`config.mk`:
```
export PLATFORM = sky130hd
export DESIGN_NAME = fetch_stage
export DESIGN_NICKNAME = d
export VERILOG_FILES = /design/src/rtl/fetch_stage_pkg.sv /design/src/rtl/fetch_if_id_reg.sv /design/src/rtl/fetch_stage.sv
export SDC_FILE = /design/constraint.sdc
export NUM_CORES = 1
export LEC_CHECK = 0
export BUFFER_PORTS_ARGS = -buffer_cell sky130_fd_sc_hd__buf_2
export CAP_MARGIN = 5
export CORE_ASPECT_RATIO = 0.5
export CORE_UTILIZATION = 40
export CTS_CLUSTER_DIAMETER = 200
export DETAILED_ROUTE_END_ITERATION = 10
export SLEW_MARGIN = 40
export SYNTH_ARGS = -nofsm -noshare
export SYNTH_HDL_FRONTEND = slang
export SYNTH_SLANG_ARGS = --single-unit
```
`constraint.sdc`:
```
create_clock -name clk -period 1.7 [get_ports clk]
set_input_delay 0.255 -clock clk [delete_from_list [all_inputs] [get_ports clk]]
set_output_delay 0.255 -clock clk [all_outputs]
set_load 0.01 [all_outputs]
```
`src/rtl/fetch_stage_pkg.sv`:
```
// fetch_stage_pkg: shared width, fetch state encoding and flush value for the fetch stage
package fetch_stage_pkg;
  localparam int WORD_WIDTH = 32;
  localparam logic [1:0] ST_IDLE = 2'd0;
  localparam logic [1:0] ST_FETCH = 2'd1;
  localparam logic [1:0] ST_HOLD = 2'd2;
  localparam logic [1:0] ST_DISCARD = 2'd3;
  localparam logic [31:0] NOP = 32'h0;
endpackage

```
`src/rtl/fetch_if_id_reg.sv`:
```
// fetch_if_id_reg: IF/ID pipeline register with flush (priority over load), load and hold
module fetch_if_id_reg #(
  parameter int W = 32
) (
  input  logic         clk,
  input  logic         rst,
  input  logic         load,
  input  logic         flush,
  input  logic [W-1:0] pc_in,
  input  logic [W-1:0] instr_in,
  output logic [W-1:0] pc_out,
  output logic [W-1:0] instruction_out,
  output logic         valid_out
);
  import fetch_stage_pkg::*;
  // flush clears to a bubble, load captures a new instruction, otherwise hold
  always_ff @(posedge clk or negedge rst)
    if (!rst) begin
      pc_out <= '0;
      instruction_out <= NOP;
      valid_out <= 1'b0;
    end else if (flush) begin
      pc_out <= '0;
      instruction_out <= NOP;
      valid_out <= 1'b0;
    end else if (load) begin
      pc_out <= pc_in;
      instruction_out <= instr_in;
      valid_out <= 1'b1;
    end
endmodule

```
`src/rtl/fetch_stage.sv`:
```
// fetch_stage: program counter, instruction-memory request FSM and IF/ID register feeding decode
module fetch_stage #(
  parameter int WORD_WIDTH = fetch_stage_pkg::WORD_WIDTH,
  parameter logic [WORD_WIDTH-1:0] RESET_PC = '0,
  parameter int PC_STEP = 4
) (
  input  logic                  clk,
  input  logic                  rst,
  input  logic                  freeze,
  input  logic                  branch_taken,
  input  logic [WORD_WIDTH-1:0] branch_address,
  output logic                  imem_req,
  output logic [WORD_WIDTH-1:0] imem_addr,
  input  logic                  imem_ack,
  input  logic [WORD_WIDTH-1:0] imem_rdata,
  output logic [WORD_WIDTH-1:0] pc_out,
  output logic [WORD_WIDTH-1:0] instruction_out,
  output logic                  valid_out
);
  import fetch_stage_pkg::*;
  logic [1:0] state;
  logic run, fetched, load, flush;
  logic [WORD_WIDTH-1:0] pc, pc_next, redirect_pc, hold_instr, hold_pc;
  assign pc_next = pc + WORD_WIDTH'(PC_STEP);
  assign imem_req = state == ST_FETCH || state == ST_DISCARD;
  assign imem_addr = pc;
  assign fetched = state == ST_FETCH && imem_ack;
  assign load = !freeze && (fetched || state == ST_HOLD);
  assign flush = branch_taken || state == ST_IDLE || state == ST_DISCARD || (state == ST_FETCH && !imem_ack && !freeze);
  // run delays leaving IDLE by one edge after reset release; then redirect beats ack/freeze, else normal sequencing
  always_ff @(posedge clk or negedge rst)
    if (!rst) begin
      run <= 1'b0;
      state <= ST_IDLE;
      pc <= RESET_PC;
      redirect_pc <= '0;
      hold_instr <= '0;
      hold_pc <= '0;
    end else if (!run) run <= 1'b1;
    else if (branch_taken) begin
      if (imem_req && !imem_ack) begin
        redirect_pc <= branch_address;
        state <= ST_DISCARD;
      end else begin
        pc <= branch_address;
        hold_instr <= '0;
        hold_pc <= '0;
        state <= ST_FETCH;
      end
    end else
      case (state)
        ST_IDLE: state <= ST_FETCH;
        ST_FETCH:
          if (imem_ack) begin
            pc <= pc_next;
            if (freeze) begin
              hold_instr <= imem_rdata;
              hold_pc <= pc_next;
              state <= ST_HOLD;
            end
          end
        ST_HOLD: if (!freeze) state <= ST_FETCH;
        default:
          if (imem_ack) begin
            pc <= redirect_pc;
            state <= ST_FETCH;
          end
      endcase
  fetch_if_id_reg #(.W(WORD_WIDTH)) u_if_id (
    .clk(clk),
    .rst(rst),
    .load(load),
    .flush(flush),
    .pc_in(fetched ? pc_next : hold_pc),
    .instr_in(fetched ? imem_rdata : hold_instr),
    .pc_out(pc_out),
    .instruction_out(instruction_out),
    .valid_out(valid_out)
  );
endmodule

```
==> results of run 1 <==
final cells by class:
class / count / area share (%)
clock buffers: 23 / 3.92
clock inverters: 8 / 0.613
inverters: 18 / 0.543
multi-input cells: 668 / 35.8
flip-flops and latches: 196 / 39.5
well taps: 300 / 3.01
repair buffers: 295 / 16.7
routing by layer:
layer	part of all wire (%)	vias up
li1	-	3841
met1	47	3962
met2	46	215
met3	5.4	27
met4	1.3	0
met5	0	-
cells in the final DEF, fill, tap and decap left out, types with 7 or more instances in the layout:
master,instances
sky130_fd_sc_hd__o21ai_1,44
sky130_fd_sc_hd__a21oi_1,34
sky130_fd_sc_hd__o22ai_1,11
sky130_fd_sc_hd__mux2_2,33
sky130_fd_sc_hd__buf_12,17
sky130_fd_sc_hd__nand2_1,179
sky130_fd_sc_hd__mux2i_1,39
sky130_fd_sc_hd__buf_2,165
sky130_fd_sc_hd__o31a_1,9
sky130_fd_sc_hd__buf_4,100
sky130_fd_sc_hd__nor2_1,19
sky130_fd_sc_hd__nand3_1,11
sky130_fd_sc_hd__dfrtp_1,189
sky130_fd_sc_hd__nand4_1,11
sky130_fd_sc_hd__a31oi_1,9
sky130_fd_sc_hd__dfrtp_2,7
sky130_fd_sc_hd__inv_1,17
sky130_fd_sc_hd__buf_6,9
sky130_fd_sc_hd__and2_1,7
sky130_fd_sc_hd__and3_1,11
sky130_fd_sc_hd__xnor2_2,11
sky130_fd_sc_hd__a22oi_1,18
sky130_fd_sc_hd__o21ai_0,101
sky130_fd_sc_hd__o31ai_1,7
sky130_fd_sc_hd__nor2_2,7
sky130_fd_sc_hd__clkbuf_16,18
sky130_fd_sc_hd__a22o_1,9
how the worst min path moves through the flow:
stage	from	end	slack (ns)	cells past startpoint
global route	branch_address[7]	redirect_pc[7]	0.03	2
global placement	rst	redirect_pc[27]	0.22	1
CTS	branch_address[28]	redirect_pc[28]	0.02	2
floorplan	rst	hold_instr[0]	-0.04	0
finish	branch_address[28]	redirect_pc[28]	0.05	2
detailed placement	rst	redirect_pc[27]	0.23	1
per-stage QoR:
step	setup TNS (ns)	cell area [sq um]	power [mW]	utilization, %	hold WS, ns
after global placement	-1.84	11300	9.59	51.0	0.223
after CTS	-0.481	12200	13.8	54.9	0.0229
final	-1.00	12500	13.9	56.2	0.0497
after detailed placement	-4.75	11300	9.70	51.0	0.227
after floorplan	-0.343	9280	7.83	-	-0.0406
after global routing	-4.40	12500	14.7	56.2	0.0312
worst max-delay path: stages (launching register included):
cell                      delay, ns
sky130_fd_sc_hd__dfrtp_1       0.39
sky130_fd_sc_hd__ha_4          0.14
sky130_fd_sc_hd__nand4_1       0.21
sky130_fd_sc_hd__nor2_4        0.24
sky130_fd_sc_hd__buf_4         0.14
sky130_fd_sc_hd__buf_6         0.09
sky130_fd_sc_hd__nand3_1       0.10
sky130_fd_sc_hd__o31a_1        0.29
sky130_fd_sc_hd__o22ai_1       0.14
sequential cells by signal (all words and copies together), names as in the netlist:
register,count
u_if_id.valid_out,1
u_if_id.pc_out,32
imem_addr,32
state,2
hold_pc,32
u_if_id.instruction_out,32
redirect_pc,32
hold_instr,32
run,1
cells by family after synthesis:
family,count (synthesis)
and+or+nand+nor,293
AOI/OAI and AO/OA,274
DFF,196
buffers and inverters,86
muxes,72
xor gates and xnor gates,27
adders and majority gates,1
other,1
power breakdown:
group	switching (mW)	total [mW]	internal (mW)
combinational	2.26	4.07	1.81
clock	1.77	3.93	2.16
sequential	0.517	5.92	5.40
repair_timing:
action / in CTS / in global routing
hold buffers: 1 / 0
setup endpoints to repair: 100 / 138
pin swaps: 26 / 33
setup buffers: 7 / 6
gates resized for setup: 49 / 54
endpoints found under the hold margin: 37 / 0
gates cloned: 0 / 2
==> summary.txt, run 1 <==
count of TritonRoute iterations in the first routing pass - 5
post-synthesis share of cell area spent on xor and xnor gates - 2.56%
FMAX - 547 MHz
total number of vias - 8,045
global routing usage on met1 - 33.3%
ratio of cells with drive above 1 in the final layout - 35.8%
number of routed nets with antenna violations - 0
Worst Hold Class - input pin to flop
number of cell rows - 38
simple-gate area share of the yosys netlist - 14.8%
adder-cell share of the synthesized area - 0.135%
number of cells produced by synthesis - 950
Synth Register Bits - 196
starting density of the core - 41.7%
number of synthesized flops with an enable pin - 0
antenna violations before repair - 0
total count of hold-check failures in the final report - 0
placeable core region - 22,200 sq um
r2r endpoint - imem_addr[20]
final cell count without fillers - 1,508
Worst IR Drop VDD - 694 uV
hpwl dp - 19,100 um
grt met2 use - 36.9%
DRC - 0
area taken by multi-input logic gates - 4460 sq um
largest net degree at the start of global routing - 45
global route hottest layer - met2
share of the yosys chip area belonging to registers - 53.1%
setup ws final - -0.128 ns
layout net count - 1,266
largest family of logic cells by synthesized area - compound AO/OA/AOI/OAI gates
crit path time final - 1.83 ns
synthesized area divided by synthesized cell count - 9.73 sq um
number of violations of the max-capacitance limit - 0
outcome - finished with violations
dominant cells by area after synthesis - sky130_fd_sc_hd__dfrtp_1, sky130_fd_sc_hd__nand2_1, sky130_fd_sc_hd__o21ai_0
setup violators final - 25
crit path launch type - flop
footprint of the flip-flops and latches - 4910 sq um
fin crit share - 108%
maximum fanout count along the critical path - 4
critical path data required time - 2.07 ns
number of nets produced by synthesis - 1,020
clock transition time at the flip-flop clock pins of the worst setup and hold paths - 0.07 ns
cell count of the worst reg-to-reg path - 8
area share of the largest cell type after synthesis - 53.1%
Leak Pwr - 5.88 nW
end of the critical path - imem_addr[20]
die span in y - 110 um
CTS tree - yes
total wirelength of the detailed-routed design - 27,800 um
RePlAce Congestion - 0.839
nature of the critical path endpoint - flop
clock net sink count - 196
global-route wire length before repair - 43,100 um
routing usage on met3 - 5.09%
Port Buf Inserts - 166
async set-or-reset flop fraction in the synthesized netlist - 100%
layout filler cell count - 1,994
CP startpoint - imem_addr[3]
number of H-tree levels - 4
global-route congestion overflow total - 0
via/cell ratio - 5.33
final count of pins violating max slew - 0
data arrival at the endpoint of the critical path - 2.20 ns
critical setup path kind - flop to flop
unrepaired setup endpoints after global routing - yes
overall fraction of global-route tracks in use - 23.8%
total power density per cell area - 1120 nW/um^2
mux cell area share after synthesis - 8.24%
Crit Reg-Reg Startpoint - imem_addr[3]
number of diodes added for antenna fixing - 0
Clk Tree Root Cell - sky130_fd_sc_hd__clkbuf_16
maximum root-to-sink buffer count - 2
via count of the first global-routing pass - 7,743
violated checks - negative setup slack
die outline area - 23,800 sq um
warning count from the yosys run - 0
worst-case setup slack after placement - -0.228 ns
TritonCTS Buffers - 17
cell count after placement - 1,464
Worst-Skew Late Latency - 0.45 ns
count of routing violations after the opening detailed-route iteration - 686
worst-case register-to-register setup slack - -0.13 ns
post-synthesis cell area - 9250 sq um
Avg WL per Cell - 18.4 um
Syn-to-layout area delta - 34.7%
distinct cell type count of the synthesized netlist - 55
compound-gate portion of the synthesized area - 17.5%
Most used DFF post-synth - sky130_fd_sc_hd__dfrtp_1
commonest cells in the synthesized netlist - sky130_fd_sc_hd__dfrtp_1, sky130_fd_sc_hd__nand2_1, sky130_fd_sc_hd__o21ai_0, sky130_fd_sc_hd__clkbuf_1, sky130_fd_sc_hd__mux2i_1
number of top-level pins - 167
Max Clock Skew - 0.00772 ns
top-count cell post-synth - sky130_fd_sc_hd__dfrtp_1
dominant cell type by area after synthesis - sky130_fd_sc_hd__dfrtp_1
floorplan die width - 217 um
Power figures use the tool's default switching activity.
==> inputs of run 2 (changes only) <==
--- a/config.mk
+++ b/config.mk
@@ -11,6 +11,7 @@
 export CORE_UTILIZATION = 40
 export CTS_CLUSTER_DIAMETER = 200
 export DETAILED_ROUTE_END_ITERATION = 10
+export PLACE_DENSITY = 0.67
 export SLEW_MARGIN = 40
 export SYNTH_ARGS = -nofsm -noshare
 export SYNTH_HDL_FRONTEND = slang
==> run 2 against run 1 <==
  * The flow still finishes with violations (negative setup slack)
  * Die area did not move
  * Flip-flop and latch count did not move
  * Combinational power down 2%
  * Clock skew grew 0.0051 ns
  * Total power down 0.81%
  * Clock power fell by 1%
==> summary.txt, run 2 (synthesis gave the netlist of run 1 again) <==
Crit Reg-Reg Startpoint - imem_addr[6]
most common cell after layout, fill and taps aside - sky130_fd_sc_hd__dfrtp_1
violated checks - negative setup slack
total power density per cell area - 1120 nW/um^2 (about the same)
via/cell ratio - 5.43 (+1.7%)
Port Buf Inserts - 166 (unchanged)
clock net sink count - 196 (unchanged)
Int Power - 9.12 mW (-2.7%)
floorplan die width - 217 um (unchanged)
number of violations of the max-capacitance limit - 0 (unchanged)
data arrival at the endpoint of the critical path - 2.15 ns (-0.05 ns)
via count of the first global-routing pass - 8,096 (+4.6%)
area taken by multi-input logic gates - 4420 sq um (-0.73%)
nature of the critical path endpoint - flop
CTS tree - yes
worst-case setup slack after placement - -0.186 ns (+0.0412 ns)
kind of cell with the highest combined delay on the critical path - simple AND/OR/NAND/NOR gates
switching component of the power - 4.68 mW (+3.1%)
ratio of cells with drive above 1 in the final layout - 35.5% (-0.37 points)
total wirelength of the detailed-routed design - 27,300 um (-1.5%)
commonest cells after routing, fill and taps aside - sky130_fd_sc_hd__dfrtp_1, sky130_fd_sc_hd__nand2_1, sky130_fd_sc_hd__buf_2
Min-Delay Startpoint - branch_address[12]
highest cell delay on the worst timing path - 0.40 ns (about the same)
Syn-to-layout area delta - 33.5%
Fin Setup TNS - -1.13 ns (-0.128 ns)
Final Total Pwr - 13.8 mW (-0.81%)
antenna violations before repair - 1 (+1)
TritonCTS Buffers - 17 (unchanged)
setup violators final - 26 (+4.0%)
die outline area - 23,800 sq um (unchanged)
overall fraction of global-route tracks in use - 23.0% (-0.81 points)
layout filler cell count - 1,954 (-2.0%)
global-route wire length before repair - 42,300 um (-1.8%)
Sequential Power Share - 43.0% (+0.5 points)
final count of pins violating max slew - 0 (unchanged)
crit path buf inv count - 1 (-1)
starting density of the core - 41.7% (unchanged)
setup ws final - -0.0925 ns (+0.0357 ns)
Avg WL per Cell - 18.2 um (-1.1%)
maximum root-to-sink buffer count - 2 (unchanged)
maximum fanout count along the critical path - 7 (+3)
count of TritonRoute iterations in the first routing pass - 5 (unchanged)
number of top-level pins - 167 (unchanged)
number of cell rows - 38 (unchanged)
crit path time final - 1.79 ns (-0.0357 ns)
Clk network pwr share - 28.2% (about the same)
critical setup path kind - flop to flop
fraction of power spent switching nets - 33.9% (+1.3 points)
number of H-tree levels - 4 (unchanged)
crit path launch type - flop
FMAX - 558 MHz (+2.0%)
DRC - 0 (unchanged)
unrepaired setup endpoints after global routing - yes
Worst IR Drop VDD - 687 uV (-0.92%)
hpwl dp - 19,000 um (-0.87%)
Clk Tree Root Cell - sky130_fd_sc_hd__clkbuf_16
largest net degree at the start of global routing - 50 (+11%)
total count of hold-check failures in the final report - 0 (unchanged)
fin crit share - 105% (-2.1 points)
RePlAce Congestion - 0.874 (+4.2%)
Worst Hold Class - input pin to flop
CP startpoint - imem_addr[6]
critical path data required time - 2.06 ns (about the same)
layout net count - 1,258 (-0.63%)
footprint of the flip-flops and latches - 4910 sq um (unchanged)
total number of vias - 8,153 (+1.3%)
count of routing violations after the opening detailed-route iteration - 801 (+17%)
Critical-path top delay cell - sky130_fd_sc_hd__dfrtp_1
Worst-Skew Late Latency - 0.44 ns (about the same)
die span in y - 110 um (unchanged)
crit path cell chain - nand3_2 > nor3_4 > buf_4 > nand4_1 > o31a_1 > o22ai_1
Max Clock Skew - 0.0128 ns (+0.00510 ns)
clock transition time at the flip-flop clock pins of the worst setup and hold paths - 0.08 ns (about the same)
power share of the combinational group - 28.9% (-0.3 points)
outcome - finished with violations
placeable core region - 22,200 sq um (unchanged)
Leak Pwr - 5.86 nW (-0.39%)
number of routed nets with antenna violations - 0 (unchanged)
global-route congestion overflow total - 0 (unchanged)
-- run 2: cell types whose count changed in the layout (fill, tap and decap cells not counted), moves of 2 or more --
cell                       change
sky130_fd_sc_hd__xor2_4        -2
sky130_fd_sc_hd__clkbuf_1      -2
sky130_fd_sc_hd__nor2_1        +2
sky130_fd_sc_hd__o21ai_1       -4
sky130_fd_sc_hd__xor2_2        +2
sky130_fd_sc_hd__buf_4         -5
sky130_fd_sc_hd__buf_6         -5
sky130_fd_sc_hd__nor2_2        -2
sky130_fd_sc_hd__nand2b_1      -2
sky130_fd_sc_hd__o21ai_0       +3
sky130_fd_sc_hd__clkbuf_8      -3
sky130_fd_sc_hd__buf_12        +2
sky130_fd_sc_hd__inv_6         +7
-- run 2: routing by layer --
metal / vias up / GRT usage, % / routed length [um]
li1: 3825 / - / -
met4: 0 / 6.14 / 476
met1: 4051 / 31.5 / 12400
met5: - / 0 / 0
met2: 233 / 37.5 / 13100
met3: 44 / 4.51 / 1290
-- run 2: final timing paths --
check	end	depth (start not counted)	slack [ns]
worst max register to register	imem_addr[26]	6	-0.09
max in group asynchronous	state[0]	3	0.80
worst max-delay path	imem_addr[26]	6	-0.09
worst min-delay path	redirect_pc[12]	2	0.05
worst min register to register	hold_instr[1]	2	0.48
min in group asynchronous	redirect_pc[27]	2	0.29
-- run 2: cell type report --
type                            count  share of cell area [%]
Clock inverter                     14                   0.933
Tap cell                          300                    3.04
Multi-Input combinational cell    668                    35.8
Antenna cell                        1                  0.0203
Clock buffer                       18                    3.56
Inverter                           18                   0.547
Timing Repair Buffer              287                    16.3
Sequential cell                   196                    39.8
-- run 2: power groups by stage --
stage,Combinational [mW],Sequential [mW],Clock [mW]
after global placement,3.57,5.93,0
final,3.98,5.93,3.89
after detailed placement,3.65,5.98,0
after global routing,4.31,6.01,4.18
after CTS,3.76,5.89,3.96
after floorplan,1.74,6.09,0
-- run 2: per-stage QoR --
step | area (sq um) | hold slack [ns] | utilization (%) | std cells
2_1_floorplan | 9280 | -0.0406 | - | 950
3_3_place_gp | 11200 | 0.202 | 50.5 | 1451
3_5_place_dp | 11200 | 0.204 | 50.5 | 1451
4_1_cts | 12000 | 0.0405 | 54.2 | 1492
5_1_grt | 12300 | 0.0368 | 55.7 | 1502
6_report | 12300 | 0.0533 | 55.7 | 1502
-- run 2: what timing repair did --
item | CTS | global route
hold endpoints to repair | 32 | 0
pin swaps | 17 | 32
buffers inserted | 10 | 11
hold buffers | 1 | 0
gates cloned | 0 | 0
endpoints found under the setup margin | 123 | 105
resized for setup | 34 | 57
